<file path="src/rtl/calc_pkg.sv">
// Shared definitions for the calculator sequencer: state codes, default timing
// parameters and the registered control-output bundle decoded from state.
package calc_pkg;

    typedef enum logic [2:0] {
        S_A    = 3'd0,
        S_LDA  = 3'd1,
        S_B    = 3'd2,
        S_LDB  = 3'd3,
        S_EXEC = 3'd4,
        S_LDR  = 3'd5,
        S_SHOW = 3'd6,
        S_ERR  = 3'd7
    } state_t;

    localparam int EXEC_CYCLES_DEF    = 2;
    localparam int TIMEOUT_CYCLES_DEF = 50_000_000;

    typedef struct packed {
        logic loada;
        logic loadb;
        logic loadr;
        logic select;
        logic busy;
        logic error;
    } ctl_t;

    localparam ctl_t CTL_IDLE = '{loada: 1'b1, loadb: 1'b1, loadr: 1'b1,
                                  select: 1'b0, busy: 1'b0, error: 1'b0};

    // Load strobes are active-low; everything else active-high.
    function automatic ctl_t decode_ctl(input state_t st);
        ctl_t c;
        c.loada  = (st != S_LDA);
        c.loadb  = (st != S_LDB);
        c.loadr  = (st != S_LDR);
        c.select = (st == S_SHOW) || (st == S_ERR);
        c.busy   = st inside {S_LDA, S_LDB, S_EXEC, S_LDR};
        c.error  = (st == S_ERR);
        return c;
    endfunction

endpackage

</file>
<file path="src/rtl/btn_edge.sv">
// Raw active-low pushbutton -> one-cycle press pulse; 2-flop sync plus edge flop,
// pulse appears 2 edges after the first low sample; no backpressure.
module btn_edge (
    input  logic CLOCK,
    input  logic RESET,
    input  logic btn_n,
    output logic pulse
);

    logic sync1_q, sync1_d;
    logic sync2_q, sync2_d;
    logic prev_q,  prev_d;

    always_comb begin
        sync1_d = btn_n;
        sync2_d = sync1_q;
        prev_d  = sync2_q;
    end

    always_ff @(posedge CLOCK or negedge RESET) begin
        if (!RESET) begin
            sync1_q <= 1'b1;
            sync2_q <= 1'b1;
            prev_q  <= 1'b1;
        end else begin
            sync1_q <= sync1_d;
            sync2_q <= sync2_d;
            prev_q  <= prev_d;
        end
    end

    // High only on the synchronised high->low transition, so a held button fires once.
    assign pulse = prev_q & ~sync2_q;

endmodule

</file>
<file path="src/rtl/calc_seq.sv">
// Two-operand calculator sequencer; outputs are registered one cycle behind STATE, no backpressure.
// Define CALC_SEQ_OVR_LOCK_EN to trap ALU overflow in S_ERR until CLEAR or RESET.
module calc_seq
    import calc_pkg::*;
#(
    parameter int EXEC_CYCLES    = EXEC_CYCLES_DEF,
    parameter int TIMEOUT_CYCLES = TIMEOUT_CYCLES_DEF
) (
    input  logic       CLOCK,
    input  logic       RESET,
    input  logic       ENTER,
    input  logic       CLEAR,
    input  logic       ADDSUB,
    input  logic       VALID,
    input  logic       OVR,
    output logic       LOADA,
    output logic       LOADB,
    output logic       LOADR,
    output logic       SELECT,
    output logic       OPSEL,
    output logic       BUSY,
    output logic       REJECT,
    output logic       ERROR,
    output logic [2:0] STATE
);

    localparam int               TMO_W     = $clog2(TIMEOUT_CYCLES + 1);
    localparam logic [3:0]       EXEC_LAST = 4'(EXEC_CYCLES - 1);
    localparam logic [TMO_W-1:0] TMO_LAST  = TMO_W'(TIMEOUT_CYCLES - 1);

    logic enter_p;
    logic clear_p;

    btn_edge u_enter_edge (
        .CLOCK (CLOCK),
        .RESET (RESET),
        .btn_n (ENTER),
        .pulse (enter_p)
    );

    btn_edge u_clear_edge (
        .CLOCK (CLOCK),
        .RESET (RESET),
        .btn_n (CLEAR),
        .pulse (clear_p)
    );

    state_t           state_q,    state_d;
    logic [3:0]       exec_cnt_q, exec_cnt_d;
    logic [TMO_W-1:0] tmo_cnt_q,  tmo_cnt_d;
    ctl_t             ctl_q,      ctl_d;
    logic             reject_q,   reject_d;
    logic             opsel_q,    opsel_d;
    state_t           dec_st;

    always_comb begin
        state_d    = state_q;
        reject_d   = 1'b0;
        opsel_d    = opsel_q;
        exec_cnt_d = (state_q == S_EXEC) ? exec_cnt_q + 4'd1 : 4'd0;
        tmo_cnt_d  = (state_q == S_B) ? tmo_cnt_q + 1'b1 : '0;

        if (clear_p) begin
            state_d = S_A;
        end else begin
            case (state_q)
                S_A: begin
                    if (enter_p) begin
                        if (VALID) state_d  = S_LDA;
                        else       reject_d = 1'b1;
                    end
                end
                S_LDA: state_d = S_B;
                S_B: begin
                    if (enter_p && VALID) begin
                        state_d = S_LDB;
                        opsel_d = ADDSUB;
                    end else begin
                        reject_d = enter_p;
                        // A rejected press does not restart the idle window.
                        if (tmo_cnt_q == TMO_LAST) state_d = S_A;
                    end
                end
                S_LDB:  state_d = S_EXEC;
                S_EXEC: begin
                    if (exec_cnt_q == EXEC_LAST) state_d = S_LDR;
                end
                S_LDR: begin
`ifdef CALC_SEQ_OVR_LOCK_EN
                    state_d = OVR ? S_ERR : S_SHOW;
`else
                    state_d = S_SHOW;
`endif
                end
                S_SHOW: begin
                    if (enter_p) state_d = S_A;
                end
                default: begin
`ifdef CALC_SEQ_OVR_LOCK_EN
                    state_d = state_q;
`else
                    state_d = S_A;
`endif
                end
            endcase
        end
    end

    always_comb begin
        dec_st = state_q;
`ifdef CALC_SEQ_OVR_LOCK_EN
        ctl_d = decode_ctl(dec_st);
`else
        if (state_q == S_ERR) dec_st = S_A;
        ctl_d = decode_ctl(dec_st);
`endif
    end

    always_ff @(posedge CLOCK or negedge RESET) begin
        if (!RESET) begin
            state_q    <= S_A;
            exec_cnt_q <= '0;
            tmo_cnt_q  <= '0;
            ctl_q      <= CTL_IDLE;
            reject_q   <= 1'b0;
            opsel_q    <= 1'b0;
        end else begin
            state_q    <= state_d;
            exec_cnt_q <= exec_cnt_d;
            tmo_cnt_q  <= tmo_cnt_d;
            ctl_q      <= ctl_d;
            reject_q   <= reject_d;
            opsel_q    <= opsel_d;
        end
    end

    assign LOADA  = ctl_q.loada;
    assign LOADB  = ctl_q.loadb;
    assign LOADR  = ctl_q.loadr;
    assign SELECT = ctl_q.select;
    assign BUSY   = ctl_q.busy;
    assign OPSEL  = opsel_q;
    assign REJECT = reject_q;
    assign STATE  = state_q;

`ifdef CALC_SEQ_OVR_LOCK_EN
    assign ERROR = ctl_q.error;
`else
    logic unused_cfg;
    assign unused_cfg = ^{OVR, ctl_q.error};
    assign ERROR = 1'b0;
`endif

endmodule
</file>
<file path="config.mk">
export PLATFORM = sky130hd
export DESIGN_NAME = calc_seq
export DESIGN_NICKNAME = d
export VERILOG_FILES = /design/src/rtl/calc_pkg.sv /design/src/rtl/btn_edge.sv /design/src/rtl/calc_seq.sv
export SDC_FILE = /design/constraint.sdc
export NUM_CORES = 1
export LEC_CHECK = 0
export BUFFER_PORTS_ARGS = -buffer_cell sky130_fd_sc_hd__buf_4
export CAP_MARGIN = 5
export CORE_UTILIZATION = 55
export CTS_BUF_LIST = sky130_fd_sc_hd__clkbuf_16
export DETAILED_ROUTE_END_ITERATION = 10
export MAX_ROUTING_LAYER = met4
export PLACE_DENSITY = 0.78
export SYNTH_ARGS = -nofsm -noshare
export SYNTH_HDL_FRONTEND = slang
export SYNTH_SLANG_ARGS = --single-unit
</file>
<file path="constraint.sdc">
create_clock -name CLOCK -period 2.1 [get_ports CLOCK]
set_input_delay 0 -clock CLOCK [delete_from_list [all_inputs] [get_ports CLOCK]]
set_output_delay 0 -clock CLOCK [all_outputs]
set_load 0.01 [all_outputs]
</file>
==> results.ini <==
[run_status]
status = complete, no violations

[finish]
largest_reg_flops = 26
top_register = tmo_cnt_q
syn2layout_area_growth_pct = 17.5
diodes = 0
drive_above_1_share = 0.205
nets = 243

[grt]
first_global_vias = 1481
grt_overflow_total = 0
grt_start_max_net_pins = 47
grt_pass1_wl_mm = 6.58
antenna_found_initial = 0
grt_usage = 0.215

[timing]
tightest_slew_ns = 0.561
fin_crit_sh = 0.947
setup_viol = 0
hold_viol_final = 0
skew_ns = 0.00433
max_freq_ghz = 0.503
rsz0062_at_grt = no
maxSlewHeadroom = 0.626
period_needed_ns = 1.99
slew_viol_final = 0
setup_ws_ns = 0.111
fin_tns_setup_ns = 0

[clocking]
cts-buffers-inserted = 5
cts_max_level = 2
clock_latency_ns = 0.29
clock-sinks = 46
cts_buffer_depth = 2
post-cts-setup-buffer-count = 0
cts_root_buffer = clkbuf_16
tritoncts = built
clkSlewWorstSetupHoldPaths_ns = 0.06

[yosys]
synthXorXnorAreaFrac = 0.0652
synthAdderAreaFrac = 0.0175
async_flop_share = 1.00
synth_ff_type = dfrtp_1
synth_top_family_by_area = simple AND/OR/NAND/NOR gates
synth-seq-cells = 46
yosysSeqAreaShare = 0.540
syn_area_per_cell_um2 = 10.3
synth_mux_area_frac = 0.00989
syn_inst = 209
syn_nets = 219
synth-edff-count = 0
synth-simple-area-share = 0.261
ys_warn_count = 0
synth_compound_area_frac = 0.0669
syn-cell-area_mm2 = 0.00215
ys_types = 38

[power_and_ir_drop]
p_leak_nw = 1.02
p_per_area_mw_per_mm2 = 739
switching_power_mw = 0.440
power_mw = 1.87
p_clk_frac = 0.419
swShare = 0.236
p_comb_frac = 0.082
p_int_mw = 1.43
ir_worst_vdd_uv = 490
power_frac_seq = 0.500

[drt]
route.detailed.wl_per_inst_um = 13.8
vias = 1641
firstDrtPassIters = 4
drc = 0
drtIter0Drc = 94
via_per_inst = 5.82
antenna_left = 0
wl_mm = 3.88

[critical_path]
r2r-start = tmo_cnt_q[2]
endpoint_kind = flop
path_buf_inv = 0
startpoint_type = flop
r2r_setup_slack_ns = 0.11
worstPathMaxFanout = 14
crit_required_ns = 2.31
slowest_stage = or4_4
crit_chain = nand4_4 > or4_4 > or4_1 > a21oi_1
arrival_ns = 2.19
path_depth = 4
worstRegToRegCells = 4
rr_endpoint = tmo_cnt_q[21]
cp_top_family = simple AND/OR/NAND/NOR gates
slowest_delay_ns = 0.58
path_class = reg -> reg

[place]
post-dp-hpwl_mm = 2.60
dp_slack_ns = 0.134
numPortBuffers = 15
place_congestion = 0.860

[floorplanning]
die_area_mm2 = 0.00416
start_util = 0.579
rows = 22
io_pins = 18
coreArea_mm2 = 0.00372
dieHeight_um = 64.5
die_w_um = 64.5

[worst_hold_path]
hold_class = in -> async

[flow_run]
drv_cap = 0

## cells in the final DEF (no fill, tap or decap), drive strengths merged
cell,Yosys,routed
and4,2,2
clkinvlp,0,1
nand2b,1,1
inv,4,5
a21oi,14,14
nor3,3,3
ha,3,3
o31ai,5,5
o22ai,1,1
or4,6,6
nor4b,3,3
nand3,9,9
mux2,1,1
nand4,14,14
dfstp,9,9
dfrtp,37,37
nor2,25,25
buf,6,24
and2,4,4
or3,6,6
clkinv,0,1
o21ai,6,6
or2,1,1
nor2b,4,4
xor2,9,9
dlygate4sd3,0,5
and3,1,1
mux2i,1,1
nor4bb,1,1
nand2,12,12
or3b,1,1
nor4,4,4
nand3b,2,2
clkbuf,6,5
conb,1,1
xnor2,7,7
## power by group through the flow
stage,clock network [mW],logic (mW),registers [mW]
2_1_floorplan,0,0.0679,0.959
3_3_place_gp,0,0.145,0.947
3_5_place_dp,0,0.147,0.949
4_1_cts,0.802,0.155,0.934
5_1_grt,0.831,0.168,0.936
6_report,0.782,0.152,0.934
## per-stage QoR
step	hold WS, ns	util	instances	cell area [um^2]
3_3_place_gp	0.0361	0.626	269	2330
3_5_place_dp	0.0317	0.626	269	2330
6_report	0.253	0.680	282	2530
2_1_floorplan	-0.296	-	209	2150
4_1_cts	0.269	0.680	282	2530
5_1_grt	0.305	0.680	282	2530
## repair_timing
item	4_1_cts	5_1_grt
hold endpoints to repair	41	0
resized for setup	0	0
hold buffers	5	0
setup endpoints to repair	0	0
## cell type report
| type | count | area, um^2 |
|---|---|---|
| fillers | 298 | 1190 |
| multi-input cells | 147 | 908 |
| clock inverters | 3 | 25.0 |
| well taps | 48 | 60.1 |
| repair buffers | 29 | 230 |
| clock buffers | 5 | 125 |
| flip-flops and latches | 46 | 1160 |
| inverters | 4 | 15.0 |
## synthesized netlist by cell type (2+ instances only)
| library cell | instances | area (um^2) |
|---|---|---|
| buf_4 | 5 | 37.5 |
| nand3_1 | 9 | 45.0 |
| clkbuf_1 | 6 | 22.5 |
| nor4b_1 | 3 | 26.3 |
| nor4_1 | 4 | 25.0 |
| nor2_1 | 25 | 93.8 |
| o31ai_1 | 5 | 37.5 |
| o21ai_0 | 6 | 30.0 |
| dfrtp_1 | 37 | 926 |
| nand2_1 | 12 | 45.0 |
| a21oi_1 | 14 | 70.1 |
| nor2b_1 | 4 | 25.0 |
| dfstp_2 | 9 | 236 |
| inv_1 | 4 | 15.0 |
| ha_1 | 3 | 37.5 |
| and2_1 | 4 | 25.0 |
| xor2_1 | 9 | 78.8 |
| nand4_1 | 13 | 81.3 |
| xnor2_1 | 7 | 61.3 |
| nand3b_1 | 2 | 15.0 |
| or4_1 | 5 | 37.5 |
| or3_1 | 5 | 31.3 |
| nor3_1 | 3 | 15.0 |
## layer usage
layer | part of all wire | routed length (um) | GRT usage | up-vias
met3 | 0.047 | 183 | 0.0528 | 4
met4 | 0.0095 | 37 | 0.0806 | 0
met5 | 0 | 0 | - | -
met1 | 0.47 | 1810 | 0.281 | 817
met2 | 0.48 | 1850 | 0.328 | 35
li1 | - | - | - | 785
## worst register-to-register path, cell delays in order (launching register included)
cell and delay, ns:
dfrtp_1 0.47, nand4_4 0.16, or4_4 0.58, or4_1 0.52, a21oi_1 0.17
## worst max-delay path by stage
stage | startpoint | slack, ns | end
after floorplan | tmo_cnt_q[0] | 0.24 | tmo_cnt_q[18]
after global placement | tmo_cnt_q[2] | 0.18 | tmo_cnt_q[21]
after detailed placement | tmo_cnt_q[2] | 0.13 | tmo_cnt_q[25]
after CTS | tmo_cnt_q[2] | 0.12 | tmo_cnt_q[21]
after global routing | tmo_cnt_q[2] | 0.02 | tmo_cnt_q[25]
final | tmo_cnt_q[2] | 0.11 | tmo_cnt_q[21]
## cells by family after synthesis
| logic type | after synthesis |
|---|---|
| muxes | 2 |
| and+or+nand+nor | 99 |
| other | 1 |
| AOI/OAI and AO/OA | 26 |
| xor gates and xnor gates | 16 |
| adders and majority gates | 3 |
| DFF | 46 |
| buffers and inverters | 16 |
Power figures use the tool's default switching activity.
